<file path="src/rtl/ioctl_sdram_writer_if.sv">
// ioctl_sdram_writer_if: word-write request/acknowledge bus between the ioctl writer and the SDRAM controller.
interface ioctl_sdram_writer_if #(parameter int ADDR_W = 24);
   logic              mem_req;
   logic              mem_ack;
   logic [ADDR_W-1:0] mem_addr;
   logic [15:0]       mem_din;
   logic [1:0]        mem_be;
   modport master (output mem_req, mem_addr, mem_din, mem_be, input mem_ack);
   modport slave  (input mem_req, mem_addr, mem_din, mem_be, output mem_ack);
endinterface

</file>
<file path="src/rtl/ioctl_sdram_writer.sv">
// ioctl_sdram_writer: packs the ioctl byte stream into 16-bit SDRAM word writes through a small FIFO.
// Defining IOCTL_SDRAM_WRITER_CHECKSUM_EN adds a 16-bit wrapping byte-sum output.
module ioctl_sdram_writer #(
   parameter int ADDR_W    = 24,
   parameter int FIFO_AW   = 3,
   parameter int BASE_ADDR = 0
) (
   input  logic                 clk_sys,
   input  logic                 reset,
   input  logic                 ioctl_download,
   input  logic                 ioctl_wr,
   input  logic [26:0]          ioctl_addr,
   input  logic [7:0]           ioctl_dout,
   output logic                 clkref_n,
   ioctl_sdram_writer_if.master mem,
   output logic                 busy,
   output logic                 done,
`ifdef IOCTL_SDRAM_WRITER_CHECKSUM_EN
   output logic [26:0]          bytes_written,
   output logic [15:0]          checksum
`else
   output logic [26:0]          bytes_written
`endif
);
   localparam int EW = ADDR_W + 18;
   localparam logic [FIFO_AW:0] ONE = (FIFO_AW+1)'(1);
   // Stall upstream once fewer than two entries are free (one in-flight byte plus one flush).
   localparam logic [FIFO_AW:0] STALL_AT = (FIFO_AW+1)'((1 << FIFO_AW) - 1);
   typedef enum logic [2:0] {IDLE, LOAD, FLUSH, DRAIN, DONE} state_t;
   typedef enum logic {MIDLE, MREQ} mstate_t;
   state_t            state_q, state_d;
   mstate_t           mstate_q, mstate_d;
   logic              dl_q, restart_q, restart_d;
   logic              pend_v_q, pend_v_d, hold_v_q, hold_v_d;
   logic [7:0]        pend_dat_q, pend_dat_d, hold_dat_q, hold_dat_d;
   logic [ADDR_W-1:0] pend_adr_q, pend_adr_d, hold_adr_q, hold_adr_d, word;
   logic [EW-1:0]     fifo_q [1 << FIFO_AW];
   logic [EW-1:0]     push_e, pend_e, mem_bus_q, mem_bus_d;
   logic [FIFO_AW:0]  wptr_q, wptr_d, rptr_q, rptr_d, rnext, count_q, count_d;
   logic              accept, push, dl_rise, start;
   logic              mem_req_q, mem_req_d, clkref_n_q, clkref_n_d;
   logic              busy_q, busy_d, done_q, done_d;
   logic [26:0]       bytes_q, bytes_d;
   assign count_q = wptr_q - rptr_q;
   always_comb begin
      word = ADDR_W'(BASE_ADDR) + ADDR_W'(ioctl_addr[26:1]);
      accept = ioctl_wr & ioctl_download;
      dl_rise = ioctl_download & ~dl_q;
      pend_e = {pend_adr_q, 8'h00, pend_dat_q, 2'b01};
      pend_v_d = pend_v_q;
      pend_dat_d = pend_dat_q;
      pend_adr_d = pend_adr_q;
      hold_v_d = hold_v_q;
      hold_dat_d = hold_dat_q;
      hold_adr_d = hold_adr_q;
      push = 1'b0;
      push_e = pend_e;
      if (hold_v_q) begin
         push = 1'b1;
         push_e = {hold_adr_q, hold_dat_q, 8'h00, 2'b10};
         hold_v_d = 1'b0;
      end else if (accept && !ioctl_addr[0]) begin
         push = pend_v_q;
         {pend_v_d, pend_dat_d, pend_adr_d} = {1'b1, ioctl_dout, word};
      end else if (accept) begin
         push = 1'b1;
         pend_v_d = 1'b0;
         push_e = !pend_v_q ? {word, ioctl_dout, 8'h00, 2'b10} :
                  pend_adr_q == word ? {word, ioctl_dout, pend_dat_q, 2'b11} : pend_e;
         // An odd byte that cannot pair with the pending even byte waits one cycle in hold.
         {hold_v_d, hold_dat_d, hold_adr_d} = {pend_v_q && pend_adr_q != word, ioctl_dout, word};
      end else if (state_q == FLUSH) begin
         push = pend_v_q;
         pend_v_d = 1'b0;
      end
      wptr_d = push ? wptr_q + ONE : wptr_q;
      rnext = rptr_q + ONE;
      rptr_d = rptr_q;
      mstate_d = mstate_q;
      mem_req_d = mem_req_q;
      mem_bus_d = mem_bus_q;
      if (mstate_q == MIDLE && count_q != 0) begin
         mstate_d = MREQ;
         mem_req_d = 1'b1;
         mem_bus_d = fifo_q[rptr_q[FIFO_AW-1:0]];
      end else if (mstate_q == MREQ && mem.mem_ack) begin
         rptr_d = rnext;
         mstate_d = count_q > 1 ? MREQ : MIDLE;
         mem_req_d = count_q > 1;
         mem_bus_d = fifo_q[rnext[FIFO_AW-1:0]];
      end
      count_d = wptr_d - rptr_d;
      start = 1'b0;
      state_d = state_q;
      restart_d = restart_q;
      if (state_q == IDLE && dl_rise) begin
         state_d = LOAD;
         start = 1'b1;
      end
      if (state_q == LOAD && !ioctl_download) state_d = FLUSH;
      if (state_q == FLUSH && !hold_v_q && !accept) state_d = DRAIN;
      if (state_q == DRAIN && count_q == 0 && !hold_v_q && mstate_q == MIDLE) state_d = DONE;
      if (state_q == FLUSH || state_q == DRAIN) restart_d = restart_q | dl_rise;
      if (state_q == DONE) begin
         state_d = (restart_q | dl_rise) ? LOAD : IDLE;
         start = restart_q | dl_rise;
         restart_d = 1'b0;
      end
      bytes_d = (start ? '0 : bytes_q) + 27'(accept);
      busy_d = state_d != IDLE || count_d != 0 || pend_v_d || hold_v_d;
      done_d = state_d == DONE;
      clkref_n_d = count_d >= STALL_AT;
   end
   always_ff @(posedge clk_sys) begin
      if (reset) begin
         state_q <= IDLE;
         mstate_q <= MIDLE;
         dl_q <= 1'b0;
         restart_q <= 1'b0;
         pend_v_q <= 1'b0;
         pend_dat_q <= '0;
         pend_adr_q <= '0;
         hold_v_q <= 1'b0;
         hold_dat_q <= '0;
         hold_adr_q <= '0;
         wptr_q <= '0;
         rptr_q <= '0;
         mem_req_q <= 1'b0;
         mem_bus_q <= '0;
         clkref_n_q <= 1'b1;
         busy_q <= 1'b0;
         done_q <= 1'b0;
         bytes_q <= '0;
      end else begin
         state_q <= state_d;
         mstate_q <= mstate_d;
         dl_q <= ioctl_download;
         restart_q <= restart_d;
         pend_v_q <= pend_v_d;
         pend_dat_q <= pend_dat_d;
         pend_adr_q <= pend_adr_d;
         hold_v_q <= hold_v_d;
         hold_dat_q <= hold_dat_d;
         hold_adr_q <= hold_adr_d;
         wptr_q <= wptr_d;
         rptr_q <= rptr_d;
         mem_req_q <= mem_req_d;
         mem_bus_q <= mem_bus_d;
         clkref_n_q <= clkref_n_d;
         busy_q <= busy_d;
         done_q <= done_d;
         bytes_q <= bytes_d;
         if (push) fifo_q[wptr_q[FIFO_AW-1:0]] <= push_e;
      end
   end
   assign mem.mem_req = mem_req_q;
   assign {mem.mem_addr, mem.mem_din, mem.mem_be} = mem_bus_q;
   assign clkref_n = clkref_n_q;
   assign busy = busy_q;
   assign done = done_q;
   assign bytes_written = bytes_q;
`ifdef IOCTL_SDRAM_WRITER_CHECKSUM_EN
   logic [15:0] checksum_q, checksum_d;
   always_comb checksum_d = (start ? 16'h0 : checksum_q) + (accept ? {8'h00, ioctl_dout} : 16'h0);
   always_ff @(posedge clk_sys) checksum_q <= reset ? 16'h0 : checksum_d;
   assign checksum = checksum_q;
`endif
endmodule
</file>
<file path="src/flat_wrapper.sv">
// flat-port wrapper written by rule: the top's interface ports become plain ports
module ioctl_sdram_writer_flat 
#(
   parameter int ADDR_W    = 24,
   parameter int FIFO_AW   = 3,
   parameter int BASE_ADDR = 0
)
  (clk_sys, reset, ioctl_download, ioctl_wr, ioctl_addr, ioctl_dout, clkref_n, busy, done, bytes_written, mem_mem_req, mem_mem_addr, mem_mem_din, mem_mem_be, mem_mem_ack);
  ioctl_sdram_writer_if #(.ADDR_W(ADDR_W)) mem_i ();
  input  logic clk_sys;
  input  logic reset;
  input  logic ioctl_download;
  input  logic ioctl_wr;
  input  logic [26:0] ioctl_addr;
  input  logic [7:0] ioctl_dout;
  output logic clkref_n;
  output logic busy;
  output logic done;
  output logic [26:0] bytes_written;
  output wire logic [$bits(mem_i.mem_req)-1:0] mem_mem_req;
  output wire logic [$bits(mem_i.mem_addr)-1:0] mem_mem_addr;
  output wire logic [$bits(mem_i.mem_din)-1:0] mem_mem_din;
  output wire logic [$bits(mem_i.mem_be)-1:0] mem_mem_be;
  input wire logic [$bits(mem_i.mem_ack)-1:0] mem_mem_ack;
  assign mem_mem_req = mem_i.mem_req;
  assign mem_mem_addr = mem_i.mem_addr;
  assign mem_mem_din = mem_i.mem_din;
  assign mem_mem_be = mem_i.mem_be;
  assign mem_i.mem_ack = mem_mem_ack;
  ioctl_sdram_writer #(.ADDR_W(ADDR_W), .FIFO_AW(FIFO_AW), .BASE_ADDR(BASE_ADDR)) u_core (.clk_sys(clk_sys), .reset(reset), .ioctl_download(ioctl_download), .ioctl_wr(ioctl_wr), .ioctl_addr(ioctl_addr), .ioctl_dout(ioctl_dout), .clkref_n(clkref_n), .mem(mem_i), .busy(busy), .done(done), .bytes_written(bytes_written));
endmodule
</file>
<file path="config.mk">
export PLATFORM = sky130hd
export DESIGN_NAME = ioctl_sdram_writer_flat
export DESIGN_NICKNAME = d
export VERILOG_FILES = /design/src/rtl/ioctl_sdram_writer_if.sv /design/src/rtl/ioctl_sdram_writer.sv /design/src/flat_wrapper.sv
export SDC_FILE = /design/constraint.sdc
export NUM_CORES = 1
export LEC_CHECK = 0
export CELL_PAD_IN_SITES_DETAIL_PLACEMENT = 1
export CELL_PAD_IN_SITES_GLOBAL_PLACEMENT = 1
export CORE_MARGIN = 2
export CORE_UTILIZATION = 51
export DETAILED_ROUTE_END_ITERATION = 6
export GPL_ROUTABILITY_DRIVEN = 0
export PLACE_DENSITY = 0.83
export SLEW_MARGIN = 20
export SYNTH_ARGS = -nofsm -noshare
export SYNTH_HDL_FRONTEND = slang
export SYNTH_SLANG_ARGS = --single-unit
export TNS_END_PERCENT = 50
</file>
<file path="constraint.sdc">
create_clock -name clk_sys -period 9.8 [get_ports clk_sys]
set_input_delay 2.94 -clock clk_sys [delete_from_list [all_inputs] [get_ports clk_sys]]
set_output_delay 2.94 -clock clk_sys [all_outputs]
set_load 0.05 [all_outputs]
</file>
==> results of run 1 <==
state kept, by name, summed over array words and instances (netlist names):
| signal | flops |
|---|---|
| u_core.mem_bus_q | 42 |
| u_core.rptr_q | 4 |
| u_core.wptr_q | 4 |
| u_core.clkref_n | 1 |
| u_core.restart_q | 1 |
| u_core.bytes_written | 27 |
| u_core.mem.mem_req | 1 |
| u_core.fifo_q | 336 |
| u_core.busy | 1 |
| u_core.pend_dat_q | 8 |
| u_core.state_q | 3 |
| u_core.hold_v_q | 1 |
| u_core.hold_adr_q | 24 |
| u_core.hold_dat_q | 8 |
| u_core.pend_adr_q | 24 |
| u_core.done | 1 |
| u_core.dl_q | 1 |
| u_core.pend_v_q | 1 |
synth_stat cells (3+ instances only):
cell / count
a211o_1: 35
xor2_1: 41
ha_1: 10
clkbuf_1: 68
buf_2: 36
o21ai_0: 51
xnor2_1: 16
o21a_1: 3
o32a_1: 9
mux2_2: 47
buf_1: 5
nor3b_1: 3
nand2b_1: 5
clkbuf_8: 3
mux2i_1: 17
nor3_1: 9
nand2_1: 294
nor2_1: 47
a21oi_1: 149
and2_1: 10
dfxtp_1: 152
mux2_1: 3
inv_1: 12
nand4_1: 5
or3_1: 5
and3_1: 3
buf_6: 6
nor2b_1: 11
a31oi_1: 37
nand3_1: 10
a22o_1: 8
mux4_2: 168
edfxtp_1: 336
nor4_1: 7
layout make-up:
| class | count | area (µm²) |
|---|---|---|
| fillers | 4249 | 18200 |
| clock buffers | 77 | 1466 |
| flip-flops and latches | 488 | 13140 |
| inverters | 13 | 48.80 |
| clock inverters | 16 | 156.4 |
| repair buffers | 140 | 1343 |
| diodes | 1 | 2.502 |
| multi-input cells | 1026 | 8925 |
| well taps | 592 | 740.7 |
worst max-delay path, stage by stage:
cell and delay (ps):
clkdlybuf4s50_1 530, nand2b_1 180, a211o_1 440, and2_1 200
ha_1 180, ha_1 210, nand2_1 110, or3_1 380
nor4_2 620, nor3b_1 310, xnor2_1 150, nor2_1 60
kinds of logic after synthesis:
logic type	count (synthesis)	share of synthesized area
adders and majority gates	12	0.007305
AOI/OAI and AO/OA	303	0.08240
DFF	488	0.5808
muxes	235	0.1998
and+or+nand+nor	419	0.07863
xor gates and xnor gates	57	0.02208
buffers and inverters	136	0.02900
per-stage QoR:
| step | cells | total power, mW | hold WS (ps) |
|---|---|---|---|
| 2_1_floorplan | 1650 | 3.603 | 431.7 |
| 3_3_place_gp | 2258 | 4.021 | 437.4 |
| 3_5_place_dp | 2259 | 4.088 | 447.1 |
| 4_1_cts | 2352 | 5.991 | 455.2 |
| 5_1_grt | 2352 | 6.163 | 474.8 |
| 6_report | 2353 | 5.963 | 454.4 |
path summary, 6_finish.rpt:
kind                                           start                             endpoint  slack [ps]  cells after the start
setup / recovery                      ioctl_download  u_core.bytes_written[24]$_SDFF_PP0_        3930                     12
hold / removal    u_core.hold_adr_q[20]$_SDFFE_PP0P_   u_core.hold_adr_q[20]$_SDFFE_PP0P_         450                      2
setup reg to reg         u_core.rptr_q[1]$_SDFF_PP0_    u_core.mem_bus_q[34]$_SDFFE_PP0P_        5850                      9
hold reg to reg   u_core.hold_adr_q[20]$_SDFFE_PP0P_   u_core.hold_adr_q[20]$_SDFFE_PP0P_         450                      2
per-layer routing:
layer | up-vias | part of all wire | global-route usage
li1 | 6448 | - | -
met1 | 8010 | 0.38 | 0.3549
met2 | 673 | 0.52 | 0.5036
met3 | 151 | 0.073 | 0.04539
met4 | 0 | 0.035 | 0.1215
met5 | - | 0 | 0
power groups by stage:
stage / combinational, mW / clock (mW) / sequential, mW
final: 1.63 / 1.90 / 2.44
after CTS: 1.63 / 1.92 / 2.44
after floorplan: 0.934 / 0 / 2.67
after detailed placement: 1.61 / 0 / 2.48
after global placement: 1.55 / 0 / 2.47
after global routing: 1.72 / 1.99 / 2.45
cell usage in the layout (no fill, tap or decap), types with 11 or more instances in the layout:
cell type,instances
a21oi_1,149
xnor2_1,15
clkbuf_16,53
mux4_2,168
xor2_1,40
a211o_1,35
clkbuf_1,19
clkdlybuf4s50_1,108
nand2_1,294
mux2_2,47
a31oi_1,37
nor2_1,40
nor2b_1,11
edfxtp_1,336
dfxtp_1,147
buf_4,29
inv_1,12
o21ai_0,51
mux2i_1,17
==> impl_metrics.csv, run 1 <==
group,metric,value,unit
detailed_routing,drc_errors,0,
final_layout,fin_util,0.5866,
detailed_routing,wire_per_inst,28.05,µm
pwr,clkPwrFrac,0.318,
placed_design,placed_cell_area,24200,µm²
global_route,antenna_found_initial,1,
worst_setup_path,endpoint_kind,"flip-flop",
timing,slew_violations,0,
final_layout,fin_area,25830,µm²
timing,slew-limit-headroom,0.1801,
global_route,gr-total-overflow,0,
detailed_routing,detail_route.iter0.violations,1544,
pwr,peakVddDrop,0.1373,mV
clocking,root_buffer,"clkbuf_16",
clocking,tritoncts,"yes",
detailed_routing,first_pass_iters,5,
placed_design,post-place-ws,3368,ps
clocking,cts.htree.levels,2,
die,fp-row-count,77,
clocking,insertion_delay,590,ps
synth,avgSynthCellArea,13.70,µm²
timing,min_period_over_period,0.5990,
pwr,power_frac_seq,0.409,
clocking,clockBufferDepth,3,
pwr,p_sw,1.931,mW
timing,fin_setup_tns,0,ps
die,io_pins,113,
pwr,p_sw_frac,0.3239,
status,status,"completed",
clocking,holdBufCountCts,0,
clocking,cts.sinks,488,
synth,synth-async-reset-ratio,0,
pwr,leakagePower,8.378,nW
worst_setup_path,worstPathRequired,10230,ps
global_route,grt_pass1_wl,99730,µm
synth,synth_flop_cell,"edfxtp_1",
worst_setup_path,cp.arrival,6300,ps
pwr,p_int,4.031,mW
timing,setup_viol,0,
detailed_routing,vias,15280,
clocking,cts_resized,0,
synth,yosysWarningCount,0,
timing,worst_slack,3929,ps
timing,fin_crit,5871,ps
die,die_h,214.6,µm
timing,finalHoldViolCount,0,
job,maxCapViolCount,0,
worst_setup_path,startpoint_type,"primary input",
synth,netlist-cell-type-count,56,
detailed_routing,wl,65990,µm
synth,netlist_instances,1650,
detailed_routing,via_per_inst,6.495,
placed_design,place_hpwl,37710,µm
synth,synth_area_leader_cell,"edfxtp_1",
timing,rsz0062_at_grt,"no",
global_route,grt_max_degree,71,
timing,fin_skew,17.65,ps
placed_design,portBuffers,110,
die,die_x,214.6,µm
die,start_util,0.5135,
final_layout,area_delta_synth_final,14.22,%
die,core_area,44030,µm²
final_layout,fin_nets,1772,
pwr,combPwrFrac,0.273,
detailed_routing,postRouteAntennaNets,0,
timing,worst_pin_slew,1225,ps
worst_setup_path,critPathMaxFanout,13,
timing,fmax,170.3,MHz
global_route,grt_usage,0.2872,
clocking,post_cts_buffers,0,
global_route,grt_pass1_vias,16610,
worst_hold_path,hold_class,"flip-flop to flip-flop",
synth,synth-seq-cells,488,
worst_setup_path,worstSetupPathType,"primary input to flip-flop",
clocking,cts_buffers,51,
final_layout,final_layout_size_suffix_gt1_frac,0.1972,
synth,netlist.area_leader.share,0.4462,
die,dieArea,46030,µm²
synth,synth_area_leaders,"edfxtp_1 45%, mux4_2 17%, dfxtp_1 13%, nand2_1 4.9%, a21oi_1 3.3%",
pwr,powerDensity,230.9,nW/µm²
synth,synth_edf_count,336,
synth,ys_seq_area_frac,0.5808,
clocking,clkTransAtPathRegs,60,ps
synth,syn-cell-area,22610,µm²
synth,synth.net_count,1702,
Power figures use the tool's default switching activity.
==> run 2, diff against run 1 <==
==> constraint.sdc (replaced) <==
create_clock -name clk_sys -period 5.45 [get_ports clk_sys]
set_input_delay 1.635 -clock clk_sys [delete_from_list [all_inputs] [get_ports clk_sys]]
set_output_delay 1.635 -clock clk_sys [all_outputs]
set_load 0.05 [all_outputs]
==> run 2 against run 1 <==
Against the previous run:
- clock skew about the same
- cell count up 0.89%
- core utilization up 0.41 points
- hold slack worse by 0.54 ps
- register-to-register slack worse by 3800 ps
- clock-buffer cell count down 6
- total power up 81%
- critical endpoint is now u_core.fifo_q[1][13]$_DFFE_PP_
- sequential power up 77%
- sequential share of layout area down 0.35 points
- critical path depth down 5
- first-iteration DRC count down 23%
- critical path type unchanged
==> impl_metrics.csv, run 2 (same netlist as run 1, synthesis figures left out) <==
group,metric,value,unit
worst_setup_path,endpoint_kind,"flip-flop",
worst_hold_path,hold_class,"flip-flop to flip-flop",
pwr,powerDensity,414.5,nW/µm²
detailed_routing,via_per_inst,6.449,
clocking,cts_buffers,52,
placed_design,portBuffers,110,
timing,fmax,237.4,MHz
worst_setup_path,worstPathRequired,5820,ps
pwr,leakagePower,8.476,nW
detailed_routing,postRouteAntennaNets,0,
global_route,gr-total-overflow,0,
worst_setup_path,critical_path.top_delay_family,"simple AND/OR/NAND/NOR gates",
timing,slew-limit-headroom,0.2108,
global_route,grt_usage,0.2919,
worst_setup_path,cp.arrival,4580,ps
final_layout,final-instance-count-excl-fill,2374,
timing,fin_crit,4212,ps
pwr,peakVddDrop,0.2688,mV
die,die_x,214.6,µm
clocking,insertion_delay,600,ps
die,dieArea,46030,µm²
timing,finalHoldViolCount,0,
worst_setup_path,startpoint_type,"primary input",
detailed_routing,drc_errors,0,
final_layout,fin_nets,1790,
global_route,grt_pass1_wl,101700,µm
worst_setup_path,worstSetupPathType,"primary input to flip-flop",
worst_hold_path,min_delay_path_depth,2,
detailed_routing,wire_per_inst,28.24,µm
timing,fin_skew,17.90,ps
placed_design,dpl.cell_count,2276,
die,fp-row-count,77,
global_route,antenna_found_initial,1,
job,maxCapViolCount,0,
final_layout,fin_area,26000,µm²
worst_setup_path,path_cells,"clkdlybuf4s50_1, xor2_1, nor4_1, nand4_1, o21a_1, nor2_1, a22o_1",
worst_setup_path,slowest_delay,820,ps
worst_setup_path,rr_startpoint,"u_core.wptr_q[0]$_SDFF_PP0_",
final_layout,antennaDiodeCount,0,
worst_hold_path,hold_end,"u_core.hold_adr_q[4]$_SDFFE_PP0P_",
timing,rsz0062_at_grt,"no",
clocking,clkTransAtPathRegs,60,ps
die,start_util,0.5135,
final_layout,fin_util,0.5906,
die,io_pins,113,
clocking,post_cts_buffers,0,
timing,worst_pin_slew,1184,ps
timing,worst_slack,1238,ps
placed_design,place_hpwl,39410,µm
global_route,grt_pass1_vias,16940,
timing,setup_viol,0,
timing,slew_violations,0,
timing,hold_ws,453.9,ps
clocking,clockBufferDepth,3,
placed_design,placed_cell_area,24370,µm²
placed_design,post-place-ws,763.9,ps
status,status,"completed",
pwr,p_total,10.78,mW
detailed_routing,detail_route.iter0.violations,1183,
die,core_area,44030,µm²
timing,min_period_over_period,0.7729,
detailed_routing,first_pass_iters,5,
clocking,cts_resized,0,
worst_setup_path,worstReg2RegEnd,"u_core.mem_bus_q[39]$_SDFFE_PP0P_",
worst_setup_path,cp.buffers_inverters,1,
clocking,tritoncts,"yes",
final_layout,largest_reg_flops,336,
global_route,grt_max_degree,85,
timing,fin_setup_tns,0,ps
worst_setup_path,path_depth,7,
worst_setup_path,reg2reg_depth,9,
worst_setup_path,slowest_stage,"nor2_1",
final_layout,final_layout_size_suffix_gt1_frac,0.2082,
detailed_routing,vias,15310,
clocking,root_buffer,"clkbuf_16",
worst_setup_path,rrSetupSlack,2040,ps
clocking,holdBufCountCts,0,
detailed_routing,wl,67040,µm
worst_hold_path,hp-start,"u_core.hold_adr_q[4]$_SDFFE_PP0P_",
final_layout,final_cell_mix,"336 x edfxtp_1, 294 x nand2_1, 168 x mux4_2",
clocking,cts.sinks,488,
clocking,cts.htree.levels,2,
die,die_h,214.6,µm
final_layout,area_delta_synth_final,15.01,%
final_layout,layout_commonest_cell,"edfxtp_1",
worst_setup_path,critPathMaxFanout,8,
==> run 2: cell types whose count changed in the layout (fill, tap and decap cells not counted), moves of 2 or more <==
cell,delta
buf_12,+3
buf_4,+13
bufinv_16,-2
clkbuf_1,-8
clkbuf_8,+2
clkinv_1,+5
clkinv_2,+4
clkinvlp_4,+3
inv_6,+2
==> run 2: metal layers <==
metal | global-route usage | part of all wire | wire (µm) | vias to the layer above
met1 | 0.3601 | 0.39 | 25840 | 8038
met5 | 0 | 0 | 0 | -
met2 | 0.5157 | 0.52 | 34560 | 630
met4 | 0.1113 | 0.034 | 2266 | 0
li1 | - | - | - | 6474
met3 | 0.04950 | 0.065 | 4371 | 168
==> run 2: power breakdown <==
group / leakage [nW] / switching (mW) / internal [mW]
Combinational: 3.36 / 1.89 / 1.17
Sequential: 4.31 / 0.180 / 4.13
Clock: 0.806 / 1.49 / 1.93
==> run 2: worst max-delay path by stage <==
stage,start,end
finish,ioctl_addr[23],u_core.fifo_q[1][13]$_DFFE_PP_
global route,ioctl_addr[23],u_core.fifo_q[1][11]$_DFFE_PP_
CTS,ioctl_addr[23],u_core.fifo_q[1][13]$_DFFE_PP_
detailed placement,ioctl_addr[2],u_core.fifo_q[1][15]$_DFFE_PP_
global placement,ioctl_download,u_core.fifo_q[4][7]$_DFFE_PP_
floorplan,ioctl_addr[0],u_core.fifo_q[2][0]$_DFFE_PP_
==> run 2: final cells by class <==
type,count,area (µm²)
inverter,13,48.80
tap,592,740.7
fill,4237,18020
clock inverter,27,166.4
sequential,488,13140
clock buffer,71,1464
timing repair buffer,157,1511
multi-input combinational,1026,8930
==> run 2: worst reg2reg max path, delay by kind of cell, from the launching register on <==
family          cells  cell delay (ps)
compound gates      5             1840
fa+ha+maj           1              220
buf+inv             2              520
flops               1              610
simple gates        1              130
